### src/rtl/hpu_pkg.sv
// Shared definitions for the HPU phase sequencer: state encoding, default
// widths and the status readback offset.
package hpu_pkg;

    typedef enum logic [2:0] {
        ST_IDLE  = 3'd0,
        ST_LOAD  = 3'd1,
        ST_RUN   = 3'd2,
        ST_DRAIN = 3'd3,
        ST_DONE  = 3'd4
    } hpu_state_t;

    localparam int ADDR_W_DEF = 20;
    localparam int ITEM_W_DEF = 16;

    localparam logic [9:0] REG_STATUS_OFS = 10'h14;

    // Status word at REG_STATUS_OFS: {27'b0, timeout, done, state[2:0]}
    function automatic logic [31:0] status_word(hpu_state_t st, logic dn, logic to);
        return {27'd0, to, dn, st};
    endfunction

endpackage

### src/rtl/hpu_loop_cnt.sv
// Two-level j/i wrap counter for the compute phase; j is the inner index.
module hpu_loop_cnt #(
    parameter int W = 20
)(
    input  logic         AXIS_ACLK,
    input  logic         AXIS_ARESETN,
    input  logic         step,
    input  logic         clear,
    input  logic [W-1:0] lim_i,
    input  logic [W-1:0] lim_j,
    output logic [W-1:0] i,
    output logic [W-1:0] j,
    output logic         last_j,
    output logic         last_all
);

    assign last_j   = (j == lim_j);
    assign last_all = last_j && (i == lim_i);

    always_ff @(posedge AXIS_ACLK or negedge AXIS_ARESETN) begin
        if (!AXIS_ARESETN) begin
            i <= '0;
            j <= '0;
        end else if (clear) begin
            i <= '0;
            j <= '0;
        end else if (step) begin
            if (last_j) begin
                j <= '0;
                i <= i + 1'b1;
            end else begin
                j <= j + 1'b1;
            end
        end
    end

endmodule

### src/rtl/hpu_seq.sv
// HPU phase sequencer: LOAD -> RUN -> DRAIN -> DONE on the stream clock.
// Optional perf counters enabled with `define HPU_SEQ_PERF_EN.
module hpu_seq
    import hpu_pkg::*;
#(
    parameter int ADDR_W   = ADDR_W_DEF,
    parameter int ITEM_W   = ITEM_W_DEF,
    parameter int DRAIN_TO = 1024
)(
    input  logic              AXIS_ACLK,
    input  logic              AXIS_ARESETN,
    input  logic              cfg_start,
    input  logic              cfg_abort,
    input  logic [ITEM_W-1:0] cfg_item_num,
    input  logic [ADDR_W-1:0] cfg_num_i,
    input  logic [ADDR_W-1:0] cfg_num_j,
    input  logic              src_valid,
    output logic              src_ready,
    input  logic              dst_ready,
    input  logic              dst_idle,
    output logic              matw,
    output logic [ITEM_W-1:0] mat_a,
    output logic              src_v,
    output logic              exec,
    output logic              last_j,
    output logic              s_fin,
    output logic              busy,
    output logic              done,
    output logic              timeout,
    output logic [2:0]        state_o
`ifdef HPU_SEQ_PERF_EN
    ,
    output logic [31:0]       perf_cycles,
    output logic [31:0]       perf_stall
`endif
);

    localparam int DW = $clog2(DRAIN_TO + 1);

    hpu_state_t        state, next_state;
    logic [DW-1:0]     drain_cnt;
    logic              start_go, run_beat, drain_hit;
    logic              lc_last_j, lc_last_all;
    logic [ADDR_W-1:0] loop_i_unused, loop_j_unused;

    // A start that coincides with abort is dropped: abort wins.
    assign start_go  = cfg_start && !cfg_abort && (state == ST_IDLE);
    assign src_v     = src_valid && src_ready;
    assign run_beat  = (state == ST_RUN) && src_v && !cfg_abort;
    assign drain_hit = (drain_cnt == DW'(DRAIN_TO - 1));
    assign busy      = (state != ST_IDLE);
    assign state_o   = state;

    hpu_loop_cnt #(.W(ADDR_W)) u_loop (
        .AXIS_ACLK    (AXIS_ACLK),
        .AXIS_ARESETN (AXIS_ARESETN),
        .step         (run_beat),
        .clear        (start_go || cfg_abort),
        .lim_i        (cfg_num_i),
        .lim_j        (cfg_num_j),
        .i            (loop_i_unused),
        .j            (loop_j_unused),
        .last_j       (lc_last_j),
        .last_all     (lc_last_all)
    );

    always_ff @(posedge AXIS_ACLK or negedge AXIS_ARESETN) begin
        if (!AXIS_ARESETN) state <= ST_IDLE;
        else               state <= next_state;
    end

    // src_valid is used directly here (not src_v) to keep src_ready loop-free.
    always_comb begin
        next_state = state;
        src_ready  = 1'b0;
        matw       = 1'b0;
        case (state)
            ST_IDLE:  if (start_go) next_state = ST_LOAD;
            ST_LOAD: begin
                matw      = 1'b1;
                src_ready = 1'b1;
                if (src_valid && (mat_a == cfg_item_num)) next_state = ST_RUN;
            end
            ST_RUN: begin
                src_ready = dst_ready;
                if (src_valid && dst_ready && lc_last_all) next_state = ST_DRAIN;
            end
            ST_DRAIN: if (dst_idle || drain_hit) next_state = ST_DONE;
            ST_DONE:  next_state = ST_IDLE;
            default:  next_state = ST_IDLE;
        endcase
        if (cfg_abort) next_state = ST_IDLE;
    end

    always_ff @(posedge AXIS_ACLK or negedge AXIS_ARESETN) begin
        if (!AXIS_ARESETN) begin
            mat_a     <= '0;
            exec      <= 1'b0;
            last_j    <= 1'b0;
            s_fin     <= 1'b0;
            done      <= 1'b0;
            timeout   <= 1'b0;
            drain_cnt <= '0;
        end else begin
            exec   <= run_beat;
            last_j <= run_beat && lc_last_j;
            s_fin  <= run_beat && lc_last_all;

            // Hold at the last index instead of wrapping when item_num is all-ones.
            if (start_go || cfg_abort)
                mat_a <= '0;
            else if ((state == ST_LOAD) && src_valid && (mat_a != cfg_item_num))
                mat_a <= mat_a + 1'b1;

            if (state != ST_DRAIN || cfg_abort) drain_cnt <= '0;
            else                                drain_cnt <= drain_cnt + 1'b1;

            if (start_go) begin
                done    <= 1'b0;
                timeout <= 1'b0;
            end else begin
                if (next_state == ST_DONE) done <= 1'b1;
                if ((state == ST_DRAIN) && drain_hit && !dst_idle && !cfg_abort)
                    timeout <= 1'b1;
            end
        end
    end

`ifdef HPU_SEQ_PERF_EN
    always_ff @(posedge AXIS_ACLK or negedge AXIS_ARESETN) begin
        if (!AXIS_ARESETN) begin
            perf_cycles <= '0;
            perf_stall  <= '0;
        end else if (start_go) begin
            perf_cycles <= '0;
            perf_stall  <= '0;
        end else begin
            if ((state == ST_LOAD || state == ST_RUN || state == ST_DRAIN) &&
                (perf_cycles != 32'hFFFF_FFFF))
                perf_cycles <= perf_cycles + 1'b1;
            if ((state == ST_RUN) && src_valid && !dst_ready)
                perf_stall <= perf_stall + 1'b1;
        end
    end
`endif

endmodule

### config.mk
export PLATFORM = sky130hd
export DESIGN_NAME = hpu_seq
export DESIGN_NICKNAME = d
export VERILOG_FILES = /design/src/rtl/hpu_pkg.sv /design/src/rtl/hpu_loop_cnt.sv /design/src/rtl/hpu_seq.sv
export SDC_FILE = /design/constraint.sdc
export NUM_CORES = 1
export LEC_CHECK = 0
export BUFFER_PORTS_ARGS = -buffer_cell sky130_fd_sc_hd__buf_2
export CAP_MARGIN = 20
export CORE_MARGIN = 8
export CORE_UTILIZATION = 56
export DETAILED_ROUTE_END_ITERATION = 6
export PLACE_DENSITY = 0.85
export RECOVER_POWER = 25
export SLEW_MARGIN = 40
export SYNTH_ARGS = -nofsm -noshare
export SYNTH_HDL_FRONTEND = slang
export SYNTH_SLANG_ARGS = --single-unit
### constraint.sdc
create_clock -name AXIS_ACLK -period 2.9 [get_ports AXIS_ACLK]
set_clock_uncertainty 0.15 [all_clocks]
set_input_delay 0.58 -clock AXIS_ACLK [delete_from_list [all_inputs] [get_ports AXIS_ACLK]]
set_output_delay 0.58 -clock AXIS_ACLK [all_outputs]
set_load 0.05 [all_outputs]
# Word level (Yosys, flattened, before mapping)

Index checks and enable logic that the tools add are counted.
W data, S select, Z words.

$add $sub $neg: 4
Equal/unequal tests: 10
Mux-type cells: 21
Reductions and logical operators: 29

Operator list:

| kind                    | count |
|---|---|
| $mux W20                | 6 |
| $add A20 B1 Y20 const B | 2 |
| $eq A20 B20 Y1          | 2 |
| $mux W16                | 2 |
| $add A16 B1 Y16 const B | 1 |
| $eq A16 B16 Y1          | 1 |
| $logic_and A1 B1 Y1     | 16 |
| $ne A16 B16 Y1          | 1 |
| $mux W3                 | 5 |
| $pmux W3 S4             | 1 |
| $add A11 B1 Y11 const B | 1 |
| $eq A11 B10 Y1 const B  | 1 |
| $mux W11                | 1 |
| $reduce_bool A2 Y1      | 5 |
| $eq A3 B2 Y1 const B    | 2 |
| $mux W1                 | 5 |
| $eq A3 B1 Y1 const B    | 1 |
| $eq A3 B3 Y1 const B    | 1 |
| $logic_not A3 Y1        | 1 |
| $logic_or A1 B1 Y1      | 3 |
| $ne A3 B2 Y1 const B    | 1 |
| $reduce_bool A3 Y1      | 1 |
| $logic_not A1 Y1        | 2 |
| $pmux W1 S2             | 1 |
| $reduce_and A2 Y1       | 1 |

Register bits: 75
Input port bits: 63
Word-level logic and storage cells: 74

# Logic depth before layout (Yosys ltp)

Gate-level depths: netlist of run 1.

Depth in word-level cells: 9
Depth in mapped cells: 8
Depth with buffers taken out: 7

# Hierarchy

A second synthesis of run 1 with hierarchy kept.

Cell total of the unflattened synthesis: 489
Area, all modules: 4583.1 µm²

Modules (own cells, without submodules):

| module       | times used | cells each | area an instance (µm²) | sequential area each (µm²) |
|---|---|---|---|---|
| hpu_loop_cnt | 1          | 281        | 2627.5                 | 1001.0 |
| hpu_seq      | 1          | 208        | 1955.6                 | 875.8 |

# Least setup slack after synthesis of run 1

OpenSTA, ideal clock, no wires.

Path kind: reg2reg
Start point: register state[1], in the netlist state_o[1]
End point: register mat_a[12]
Setup time: 120 ps
Arrival time: 2346 ps
Required time: 2630 ps
Slack: 284 ps
Stages on the path, launching flop included: 9
Buffers on the path: 1
Clock period less this slack: 2616 ps
Cell sequence: dfrtp_1 -> buf_2 -> nor2_1 -> nand2_1 -> inv_1 -> nand2_1 -> nor3_1 -> a31oi_1 -> a41o_1

Cells in the longest elaborated chain, start to end: 4
Elaborated cells between the ends (all ways): 8

Ends and longest elaborated chain:

| element                                                                | RTL line                       | source |
|---|---|---|
| start, declared                                                        | hpu_seq.sv:40                  | `hpu_state_t state, next_state;` |
| start signal, assigned                                                 | hpu_seq.sv:69                  | `else state <= next_state;` |
| $eq A3 B1 Y1 / $logic_not A3 Y1 (equally long branches)                | hpu_seq.sv:112, hpu_seq.sv:47  |  |
| $logic_and A1 B1 Y1, on equally long branches                          | hpu_seq.sv:112, hpu_seq.sv:47  |  |
| $logic_and A1 B1 Y1 / $logic_or A1 B1 Y1 (equally long branches)       | hpu_seq.sv:112, hpu_seq.sv:110 |  |
| $reduce_bool A2 Y1 (no source line) / $mux W16 (equally long branches) | --                             |  |
| end signal, assigned                                                   | hpu_seq.sv:113                 | `mat_a <= mat_a + 1'b1;` |
| end, declared                                                          | hpu_seq.sv:22                  | `output logic [ITEM_W-1:0] mat_a,` |

Parallel ways exist; a longest one is shown, timed or not.
A chain may end at the register's enable or synchronous reset.

# Worst setup path after layout of run 1

Start point: register state[1], in the netlist state_o[1]
End point: output port src_v

Cells in the longest elaborated chain, start to end: 3
Elaborated cells between the ends (all ways): 4

Ends and longest elaborated chain:

| element                                             | RTL line      | source |
|---|---|---|
| $eq A3 B2 Y1 / $eq A3 B1 Y1 (equally long branches) | hpu_seq.sv:77 | `case (state)` |
| $pmux W1 S2 *                                       | hpu_seq.sv:77 |  |
| $logic_and A1 B1 Y1 *                               | hpu_seq.sv:48 | `assign src_v = src_valid && src_ready;` |
| end, declared                                       | hpu_seq.sv:23 | `output logic src_v,` |

Every way passes the cells marked *; elsewhere a longest branch is shown, timed or not.

==> results of run 1 <==
## per-stage QoR
step	hold slack [ps]	power [mW]	cell area (µm²)	std cells	setup WS (ps)
finish	336	1.98	5430	713	226
global route	356	2.06	5430	713	121
CTS	96.0	1.99	5440	713	238
detailed placement	324	1.31	5280	698	290
global placement	317	1.30	5280	698	380
floorplan	134	1.20	4710	513	284
## cells by family after synthesis
logic type | count (synthesis) | share of synthesized area
multiplexers | 8 | 0.0170
AO/OA/AOI/OAI | 71 | 0.105
XOR/XNOR | 81 | 0.151
adder cells (fa/ha/maj) | 4 | 0.0106
flip-flops | 75 | 0.398
buffers and inverters | 37 | 0.0342
AND/OR/NAND/NOR | 237 | 0.284
## worst max path at each step
stage                         startpoint                  endpoint  depth (start not counted)
finish              state_o[1]$_DFF_PN0_                     src_v                          4
global placement            cfg_num_j[5]  u_loop.j[18]$_DFFE_PN0P_                          7
detailed placement          cfg_num_j[5]  u_loop.i[16]$_DFFE_PN0P_                          8
floorplan           state_o[1]$_DFF_PN0_     mat_a[12]$_DFFE_PN0P_                          8
CTS                 state_o[1]$_DFF_PN0_                     src_v                          4
global route        state_o[0]$_DFF_PN0_                     src_v                          4
## cells in the mapped netlist (all sizes together), types with 7 or more instances
library cell / n
a31o: 7
or3: 8
nor4: 21
a21oi: 15
dfrtp: 75
nand3: 24
buf: 11
nor3: 12
inv: 16
clkbuf: 10
nand4: 23
nor2: 59
xor2: 39
mux2i: 8
and3: 11
o21ai: 12
nand2b: 8
nand2: 45
xnor2: 42
## per-layer routing
| metal | vias to the layer above | track usage | routed length, µm |
|---|---|---|---|
| li1 | 1994 | - | - |
| met1 | 1967 | 0.258 | 4860 |
| met2 | 165 | 0.344 | 5460 |
| met3 | 19 | 0.0461 | 914 |
| met4 | 0 | 0.0753 | 196 |
| met5 | - | 0 | 0 |
## worst max-delay path, cell delays in order, from the launching register on
cell                      delay, ps
sky130_fd_sc_hd__dfrtp_1        530
sky130_fd_sc_hd__nor2b_1        340
sky130_fd_sc_hd__nand3_2        300
sky130_fd_sc_hd__nand2_1        150
sky130_fd_sc_hd__buf_2          270
## layout make-up
cell class / count / area [µm²]
Clock buffer: 13 / 149
Clock inverter: 2 / 12.5
Fill cell: 671 / 2750
Inverter: 16 / 60.1
Multi-Input combinational cell: 401 / 2680
Sequential cell: 75 / 1880
Tap cell: 105 / 131
Timing Repair Buffer: 101 / 526
## flip-flops by register name, indices dropped and copies added (netlist names)
register / cells
u_loop.i: 20
u_loop.j: 20
mat_a: 16
drain_cnt: 11
state_o: 3
done: 1
exec: 1
last_j: 1
s_fin: 1
timeout: 1
## power groups by stage
stage          clock network (mW)  registers [mW]  logic [mW]
5_1_grt                     0.755            1.05       0.252
3_5_place_dp                    0            1.07       0.232
6_report                    0.702            1.05       0.229
4_1_cts                     0.708            1.05       0.232
2_1_floorplan                   0            1.08       0.118
3_3_place_gp                    0            1.07       0.225
==> impl_metrics.sql, run 1 <==
INSERT INTO impl_metrics (metric_group, metric, value, unit) VALUES
('status', 'run_status', 'complete, but fails checks', ''),
('clock_network', 'hold_buffers', '0', ''),
('worst_setup_path', 'critical_path_arrival', '1940', 'ps'),
('synthesis', 'synth_top_cell_by_area', 'sky130_fd_sc_hd__dfrtp_1', ''),
('clock_network', 'cts_tree', 'built', ''),
('synthesis', 'syn-cell-area', '0.00471', 'mm²'),
('synthesis', 'yosysSeqAreaShare', '0.398', ''),
('layout', 'areaGrowthSynthToFinish', '15.2', '%'),
('worst_setup_path', 'crit_required', '2170', 'ps'),
('clock_network', 'cts_setup_buffers', '0', ''),
('layout', 'ant_diodes', '0', ''),
('worst_setup_path', 'critPathKind', 'flop to output port', ''),
('power_and_ir_drop', 'p_comb_frac', '0.115', ''),
('status', 'violations', 'max-capacitance violations, max-slew violations', ''),
('worst_setup_path', 'setup.worst_path.end_class', 'output port', ''),
('clock_network', 'root_buffer', 'sky130_fd_sc_hd__clkbuf_8', ''),
('power_and_ir_drop', 'ir_drop', '0.285', 'mV'),
('floorplan', 'core_region_area', '0.00818', 'mm²'),
('synthesis', 'synth_cells', '513', ''),
('floorplan', 'fp.dieW', '108', 'µm'),
('worst_setup_path', 'rrSetupSlack', '430', 'ps'),
('layout', 'end_of_flow_core_utilization', '0.664', ''),
('worst_setup_path', 'r2r_start', 'u_loop.j[0]$_DFFE_PN0P_', ''),
('floorplan', 'io-pin-count', '91', ''),
('power_and_ir_drop', 'switching_power', '0.523', 'mW'),
('drt', 'detail-route-antenna-nets', '0', ''),
('drt', 'post-route-drc-count', '0', ''),
('worst_hold_path', 'hold_path.class', 'flop to flop', ''),
('clock_network', 'path_clk_slew', '80', 'ps'),
('timing', 'fin_setup_tns', '0', 'ps'),
('placed_design', 'finalWeightedCongestion', '0.916', ''),
('grt', 'grtUsageTotal', '0.207', ''),
('synthesis', 'synth.distinct_cells', '62', ''),
('placed_design', 'port_buffers', '90', ''),
('drt', 'firstDrtPassIters', '5', ''),
('timing', 'period_needed', '2670', 'ps'),
('power_and_ir_drop', 'power_density', '365', 'mW/mm²'),
('clock_network', 'clkSinkCount', '75', ''),
('worst_setup_path', 'worst_r2r_path_depth', '7', ''),
('timing', 'relSlewSlack', '-0.0585', ''),
('layout', 'finish.net_count', '671', ''),
('layout', 'commonest_cells_after_routing_fill_and_taps_aside', '89 x sky130_fd_sc_hd__buf_2, 75 x sky130_fd_sc_hd__dfrtp_1, 59 x sky130_fd_sc_hd__nor2_1, 44 x sky130_fd_sc_hd__nand2_1, 42 x sky130_fd_sc_hd__xnor2_1', ''),
('synthesis', 'mappedNetlistNets', '580', ''),
('synthesis', 'netlist.area_leader.share', '0.398', ''),
('power_and_ir_drop', 'power.sequential.fraction', '0.531', ''),
('drt', 'wirelength', '11400', 'µm'),
('worst_setup_path', 'crit_start_category', 'flop', ''),
('power_and_ir_drop', 'cellInternalPower', '1.46', 'mW'),
('grt', 'pin_count_of_the_biggest_net_entering_global_routing', '46', ''),
('floorplan', 'floorplan.die.height', '108', 'µm'),
('placed_design', 'hpwl', '8680', 'µm'),
('grt', 'initial_antenna_violation_count', '0', ''),
('worst_hold_path', 'worst_hold_path.endpoint', 'timeout$_DFFE_PN0P_', ''),
('synthesis', 'ys.warnings.count', '0', ''),
('run', 'cap_viol_max_count', '1', ''),
('timing', 'tightest_slew', '1590', 'ps'),
('drt', 'num_vias', '4145', ''),
('timing', 'timing_max_transition_violations_final', '31', ''),
('timing', 'setup_violations', '0', ''),
('synthesis', 'synth_enable_flop_cells', '0', ''),
('drt', 'detailedRoute.firstIterationViolations', '229', ''),
('power_and_ir_drop', 'netSwitchingFraction', '0.264', ''),
('timing', 'rsz0062_at_grt', 'false', ''),
('timing', 'post-route-period-util', '0.922', ''),
('grt', 'grt_pass1_wl', '19500', 'µm'),
('synthesis', 'asyncSetResetFlopFracSynth', '1.00', ''),
('floorplan', 'start_util', '0.577', ''),
('worst_hold_path', 'min_delay_path_depth', '1', ''),
('timing', 'max_clock_freq', '0.374', 'GHz'),
('worst_hold_path', 'hold_path_startpoint', 'timeout$_DFFE_PN0P_', ''),
('clock_network', 'htree_num_levels', '3', '');
(Power assumes the default switching activity.)
==> inputs of run 2 (changes only) <==
clock period = 3.05 ns   (was 2.9 ns; I/O delays follow)
==> impl_metrics.sql, run 2 (synthesis gave the netlist of run 1 again) <==
INSERT INTO impl_metrics (metric_group, metric, value, unit) VALUES
('placed_design', 'placed_cell_area', '0.00527', 'mm²'),
('status', 'run_status', 'complete, but fails checks', ''),
('layout', 'commonest_cells_after_routing_fill_and_taps_aside', '89 x sky130_fd_sc_hd__buf_2, 75 x sky130_fd_sc_hd__dfrtp_1, 59 x sky130_fd_sc_hd__nor2_1, 44 x sky130_fd_sc_hd__nand2_1, 42 x sky130_fd_sc_hd__xnor2_1', ''),
('clock_network', 'clock_path_buffers', '2', ''),
('timing', 'fin_setup_tns', '0', 'ps'),
('grt', 'gr-total-overflow', '0', ''),
('status', 'violations', 'max-capacitance violations, max-slew violations', ''),
('timing', 'relSlewSlack', '-0.0543', ''),
('power_and_ir_drop', 'power.leakage', '2.46', 'nW'),
('floorplan', 'io-pin-count', '91', ''),
('floorplan', 'die_area', '0.0116', 'mm²'),
('worst_setup_path', 'critPathKind', 'flop to output port', ''),
('placed_design', 'hpwl', '8700', 'µm'),
('floorplan', 'start_util', '0.577', ''),
('clock_network', 'cts_tree', 'built', ''),
('drt', 'wirelength', '11600', 'µm'),
('layout', 'ant_diodes', '0', ''),
('power_and_ir_drop', 'power_density', '363', 'mW/mm²'),
('clock_network', 'htree_num_levels', '3', ''),
('placed_design', 'placed_cells_incl_taps', '697', ''),
('clock_network', 'path_clk_slew', '80', 'ps'),
('drt', 'avgViaCountPerCell', '5.81', ''),
('layout', 'drive_above_1_share', '0.235', ''),
('layout', 'fillers', '655', ''),
('layout', 'stdcell_count', '713', ''),
('clock_network', 'root_buffer', 'sky130_fd_sc_hd__clkbuf_8', ''),
('clock_network', 'cts_inserted_buffers', '9', ''),
('grt', 'pin_count_of_the_biggest_net_entering_global_routing', '46', ''),
('worst_setup_path', 'cp-startpoint', 'state_o[0]$_DFF_PN0_', ''),
('worst_hold_path', 'hold_path.class', 'flop to flop', ''),
('timing', 'post-route-period-util', '0.854', ''),
('layout', 'finish.net_count', '670', ''),
('placed_design', 'finalWeightedCongestion', '0.902', ''),
('drt', 'num_vias', '4143', ''),
('layout', 'areaGrowthSynthToFinish', '15.6', '%'),
('clock_network', 'cts-resized-gates', '0', ''),
('worst_setup_path', 'setup.worst_path.end_class', 'output port', ''),
('grt', 'grt_pass1_wl', '19500', 'µm'),
('grt', 'first_global_vias', '3999', ''),
('layout', 'reg_top3', 'u_loop.i x20, u_loop.j x20, mat_a x16', ''),
('timing', 'setup_violations', '0', ''),
('worst_setup_path', 'critical_path_arrival', '1840', 'ps'),
('timing', 'timing_max_transition_violations_final', '31', ''),
('timing', 'rsz0062_at_grt', 'false', ''),
('worst_setup_path', 'crit_start_category', 'flop', ''),
('floorplan', 'fp.dieW', '108', 'µm'),
('grt', 'grtUsageTotal', '0.205', ''),
('drt', 'detail-route-antenna-nets', '0', ''),
('floorplan', 'fp-row-count', '33', ''),
('worst_setup_path', 'crit_required', '2290', 'ps'),
('timing', 'max_clock_freq', '0.384', 'GHz'),
('layout', 'multiInputGateArea', '0.00268', 'mm²'),
('clock_network', 'hold_buffers', '0', ''),
('clock_network', 'clk_latency', '350', 'ps'),
('timing', 'tightest_slew', '1580', 'ps'),
('worst_setup_path', 'crit_path_max_fanout', '13', ''),
('floorplan', 'floorplan.die.height', '108', 'µm'),
('layout', 'total_area_of_sequential_cells', '0.00188', 'mm²'),
('layout', 'final_cell_area', '0.00545', 'mm²'),
('drt', 'detailedRoute.firstIterationViolations', '205', ''),
('run', 'cap_viol_max_count', '1', ''),
('floorplan', 'core_region_area', '0.00818', 'mm²'),
('drt', 'routed_wire_length_per_instance', '16.3', 'µm'),
('placed_design', 'port_buffers', '90', ''),
('layout', 'layout_commonest_cell', 'sky130_fd_sc_hd__buf_2', ''),
('worst_setup_path', 'rrSetupSlack', '590', 'ps'),
('clock_network', 'cts_setup_buffers', '0', ''),
('timing', 'period_needed', '2600', 'ps'),
('timing', 'final_hold_fails', '0', ''),
('drt', 'firstDrtPassIters', '4', ''),
('worst_setup_path', 'r2r_start', 'u_loop.j[0]$_DFFE_PN0P_', ''),
('drt', 'post-route-drc-count', '0', ''),
('worst_hold_path', 'hold_path_startpoint', 'timeout$_DFFE_PN0P_', ''),
('grt', 'initial_antenna_violation_count', '0', ''),
('clock_network', 'clkSinkCount', '75', ''),
('power_and_ir_drop', 'ir_drop', '0.273', 'mV');
[run 2: stage by stage]
step | hold WS (ps) | util | total power, mW | setup WS (ps)
5_1_grt | 359 | 0.666 | 2.05 | 325
2_1_floorplan | 164 | - | 1.14 | 413
4_1_cts | 131 | 0.667 | 1.98 | 453
3_3_place_gp | 319 | 0.644 | 1.23 | 488
6_report | 340 | 0.666 | 1.98 | 446
3_5_place_dp | 326 | 0.644 | 1.24 | 436
[run 2: worst max-delay path: stages (launching register included)]
cell                      delay, ps
sky130_fd_sc_hd__dfrtp_1        520
sky130_fd_sc_hd__nor2b_1        270
sky130_fd_sc_hd__nand3_2        290
sky130_fd_sc_hd__nand2_1        140
sky130_fd_sc_hd__buf_2          270
[run 2: routing by layer]
| metal | global-route usage | routed length [µm] |
|---|---|---|
| met4 | 0.0595 | 138 |
| met3 | 0.0353 | 774 |
| met2 | 0.331 | 5650 |
| met5 | 0 | 0 |
| met1 | 0.276 | 5040 |
[run 2: layout make-up]
class | count | share of cell area
flip-flops and latches | 75 | 0.345
well taps | 105 | 0.0241
multi-input cells | 401 | 0.491
clock buffers | 11 | 0.0241
inverters | 16 | 0.0110
clock inverters | 5 | 0.00988
repair buffers | 100 | 0.0951
[run 2: final timing paths]
check                                            to  depth (start not counted)
max                                           src_v                          4
min                             timeout$_DFFE_PN0P_                          1
max reg2reg                u_loop.j[18]$_DFFE_PN0P_                          7
max in group asynchronous   u_loop.i[3]$_DFFE_PN0P_                          2
min reg2reg                     timeout$_DFFE_PN0P_                          1
min in group asynchronous      mat_a[0]$_DFFE_PN0P_                          2
[run 2: report_power, final]
group / switching [mW] / internal (mW)
Combinational: 0.140 / 0.0785
Clock: 0.380 / 0.376
Sequential: 0.00546 / 0.995
Total: 0.526 / 1.45
==> inputs of run 3 (changes only) <==
CORE_UTILIZATION = 58   (was 56)
CTS_BUF_LIST = sky130_fd_sc_hd__clkbuf_8   (was not set)
PLACE_DENSITY = 0.87   (was 0.85)
==> impl_metrics.sql, run 3 (synthesis gave the netlist of run 1 again) <==
INSERT INTO impl_metrics (metric_group, metric, value, unit) VALUES
('layout', 'areaGrowthSynthToFinish', '16.0', '%'),
('worst_setup_path', 'worst_reg2reg_endpoint', 'u_loop.j[18]$_DFFE_PN0P_', ''),
('floorplan', 'die_area', '0.0113', 'mm²'),
('timing', 'post-route-period-util', '0.874', ''),
('grt', 'pin_count_of_the_biggest_net_entering_global_routing', '76', ''),
('worst_setup_path', 'worst_path_largest_cell_delay', '540', 'ps'),
('worst_setup_path', 'r2r_start', 'u_loop.j[0]$_DFFE_PN0P_', ''),
('clock_network', 'cts_tree', 'built', ''),
('worst_setup_path', 'worst_r2r_path_depth', '7', ''),
('clock_network', 'hold_buffers', '0', ''),
('grt', 'grtUsageTotal', '0.222', ''),
('placed_design', 'placed_cells_incl_taps', '696', ''),
('worst_hold_path', 'hold_path_startpoint', 'drain_cnt[0]$_DFF_PN0_', ''),
('worst_setup_path', 'crit_path_max_fanout', '10', ''),
('status', 'run_status', 'complete, but fails checks', ''),
('floorplan', 'floorplan.die.height', '106', 'µm'),
('timing', 'period_needed', '2670', 'ps'),
('timing', 'final_hold_fails', '0', ''),
('floorplan', 'start_util', '0.585', ''),
('grt', 'initial_antenna_violation_count', '0', ''),
('drt', 'post-route-drc-count', '0', ''),
('worst_hold_path', 'hold_path.class', 'flop to flop', ''),
('worst_setup_path', 'critical_path_arrival', '1910', 'ps'),
('layout', 'stdcell_count', '712', ''),
('clock_network', 'clock_path_buffers', '2', ''),
('worst_setup_path', 'setup.worst_path.end_class', 'output port', ''),
('grt', 'gr-total-overflow', '0', ''),
('status', 'violations', 'max-capacitance violations, max-slew violations', ''),
('floorplan', 'fp-row-count', '33', ''),
('power_and_ir_drop', 'power_density', '367', 'mW/mm²'),
('clock_network', 'clk_latency', '360', 'ps'),
('drt', 'firstDrtPassIters', '4', ''),
('layout', 'finish.net_count', '669', ''),
('drt', 'detailedRoute.firstIterationViolations', '242', ''),
('layout', 'drive_above_1_share', '0.241', ''),
('clock_network', 'root_buffer', 'sky130_fd_sc_hd__clkbuf_8', ''),
('worst_setup_path', 'top_cell_family_by_delay_on_the_critical_path', 'simple AND/OR/NAND/NOR gates', ''),
('worst_hold_path', 'min_delay_path_depth', '1', ''),
('placed_design', 'dpl_worst_slack', '459', 'ps'),
('clock_network', 'clkSinkCount', '75', ''),
('timing', 'timing_max_transition_violations_final', '76', ''),
('timing', 'fin_setup_tns', '0', 'ps'),
('timing', 'tightest_slew', '1850', 'ps'),
('grt', 'first_global_vias', '4365', ''),
('placed_design', 'port_buffers', '90', ''),
('worst_setup_path', 'timing.critical_path.slowest_stage_cell', 'sky130_fd_sc_hd__dfrtp_1', ''),
('power_and_ir_drop', 'total_power', '2.01', 'mW'),
('clock_network', 'cts-resized-gates', '0', ''),
('placed_design', 'hpwl', '8810', 'µm'),
('timing', 'relSlewSlack', '-0.236', ''),
('worst_setup_path', 'path_buf_inv', '1', ''),
('drt', 'detail-route-antenna-nets', '0', ''),
('placed_design', 'placed_cell_area', '0.00527', 'mm²'),
('timing', 'max_clock_freq', '0.375', 'GHz'),
('placed_design', 'finalWeightedCongestion', '0.898', ''),
('layout', 'commonest_cells_after_routing_fill_and_taps_aside', '90 x sky130_fd_sc_hd__buf_2, 75 x sky130_fd_sc_hd__dfrtp_1, 59 x sky130_fd_sc_hd__nor2_1, 44 x sky130_fd_sc_hd__nand2_1, 42 x sky130_fd_sc_hd__xnor2_1', ''),
('layout', 'reg_top3', 'u_loop.i x20, u_loop.j x20, mat_a x16', ''),
('layout', 'ant_diodes', '0', ''),
('clock_network', 'cts_setup_buffers', '0', ''),
('worst_setup_path', 'crit_required', '2290', 'ps'),
('timing', 'setup_violations', '0', ''),
('floorplan', 'io-pin-count', '91', ''),
('worst_setup_path', 'critPathKind', 'flop to output port', ''),
('clock_network', 'cts_inserted_buffers', '9', ''),
('power_and_ir_drop', 'ir_drop', '0.241', 'mV'),
('worst_setup_path', 'rrSetupSlack', '600', 'ps'),
('drt', 'avgViaCountPerCell', '5.90', ''),
('drt', 'num_vias', '4204', ''),
('drt', 'wirelength', '12200', 'µm'),
('timing', 'final_critical_path_setup_slack', '383', 'ps'),
('worst_setup_path', 'crit_start_category', 'flop', ''),
('clock_network', 'htree_num_levels', '3', ''),
('run', 'cap_viol_max_count', '1', ''),
('floorplan', 'core_region_area', '0.00805', 'mm²'),
('drt', 'routed_wire_length_per_instance', '17.1', 'µm'),
('worst_setup_path', 'timing.critical_path.cells', 'nor2b_1 > nand3_2 > nand2_1 > buf_2', ''),
('grt', 'grt_pass1_wl', '20500', 'µm'),
('worst_hold_path', 'worst_hold_path.endpoint', 'drain_cnt[0]$_DFF_PN0_', ''),
('floorplan', 'fp.dieW', '106', 'µm'),
('layout', 'final_cell_area', '0.00547', 'mm²'),
('timing', 'rsz0062_at_grt', 'false', ''),
('layout', 'layout_commonest_cell', 'sky130_fd_sc_hd__buf_2', ''),
('clock_network', 'path_clk_slew', '80', 'ps'),
('power_and_ir_drop', 'power.leakage', '2.48', 'nW');
run 3: cell count changes in the layout (fill, tap and decap cells not counted):
cell / previous run / this run
sky130_fd_sc_hd__buf_2: 89 / 90
sky130_fd_sc_hd__clkbuf_1: 4 / 0
sky130_fd_sc_hd__clkbuf_8: 9 / 11
sky130_fd_sc_hd__clkinv_2: 3 / 2
sky130_fd_sc_hd__inv_1: 16 / 17
sky130_fd_sc_hd__nor3_1: 9 / 8
sky130_fd_sc_hd__nor3_2: 3 / 4
run 3: worst max-delay path by stage:
stage	start	end	slack, ps	cells after the start
after global placement	cfg_num_j[5]	u_loop.j[13]$_DFFE_PN0P_	490	8
final	state_o[1]$_DFF_PN0_	src_v	380	4
after detailed placement	cfg_item_num[10]	mat_a[15]$_DFFE_PN0P_	460	7
after CTS	state_o[1]$_DFF_PN0_	src_v	400	4
after floorplan	state_o[1]$_DFF_PN0_	src_v	410	6
after global routing	state_o[1]$_DFF_PN0_	src_v	240	4
run 3: final cells by class:
type,count,area (µm²)
Multi-Input combinational cell,401,2680
Inverter,16,60.1
Fill cell,650,2580
Clock buffer,11,151
Tap cell,105,131
Timing Repair Buffer,99,515
Clock inverter,5,52.6
Sequential cell,75,1880
run 3: stage by stage:
step / hold WS (ps) / utilization
detailed placement: 343 / 0.655
floorplan: 164 / -
CTS: 144 / 0.680
global placement: 319 / 0.655
global route: 367 / 0.679
finish: 360 / 0.679
run 3: report_power, final:
| group | total (mW) | switching (mW) | internal [mW] |
|---|---|---|---|
| clock network | 0.790 | 0.372 | 0.418 |
| registers | 1.00 | 0.00547 | 0.995 |
| logic | 0.218 | 0.139 | 0.0783 |
run 3: routing by layer:
layer | global-route usage | up-vias | part of all wire
li1 | - | 1988 | -
met4 | 0.0955 | 0 | 0.020
met5 | 0 | - | 0
met3 | 0.0484 | 23 | 0.073
met2 | 0.383 | 163 | 0.52
met1 | 0.261 | 2030 | 0.39
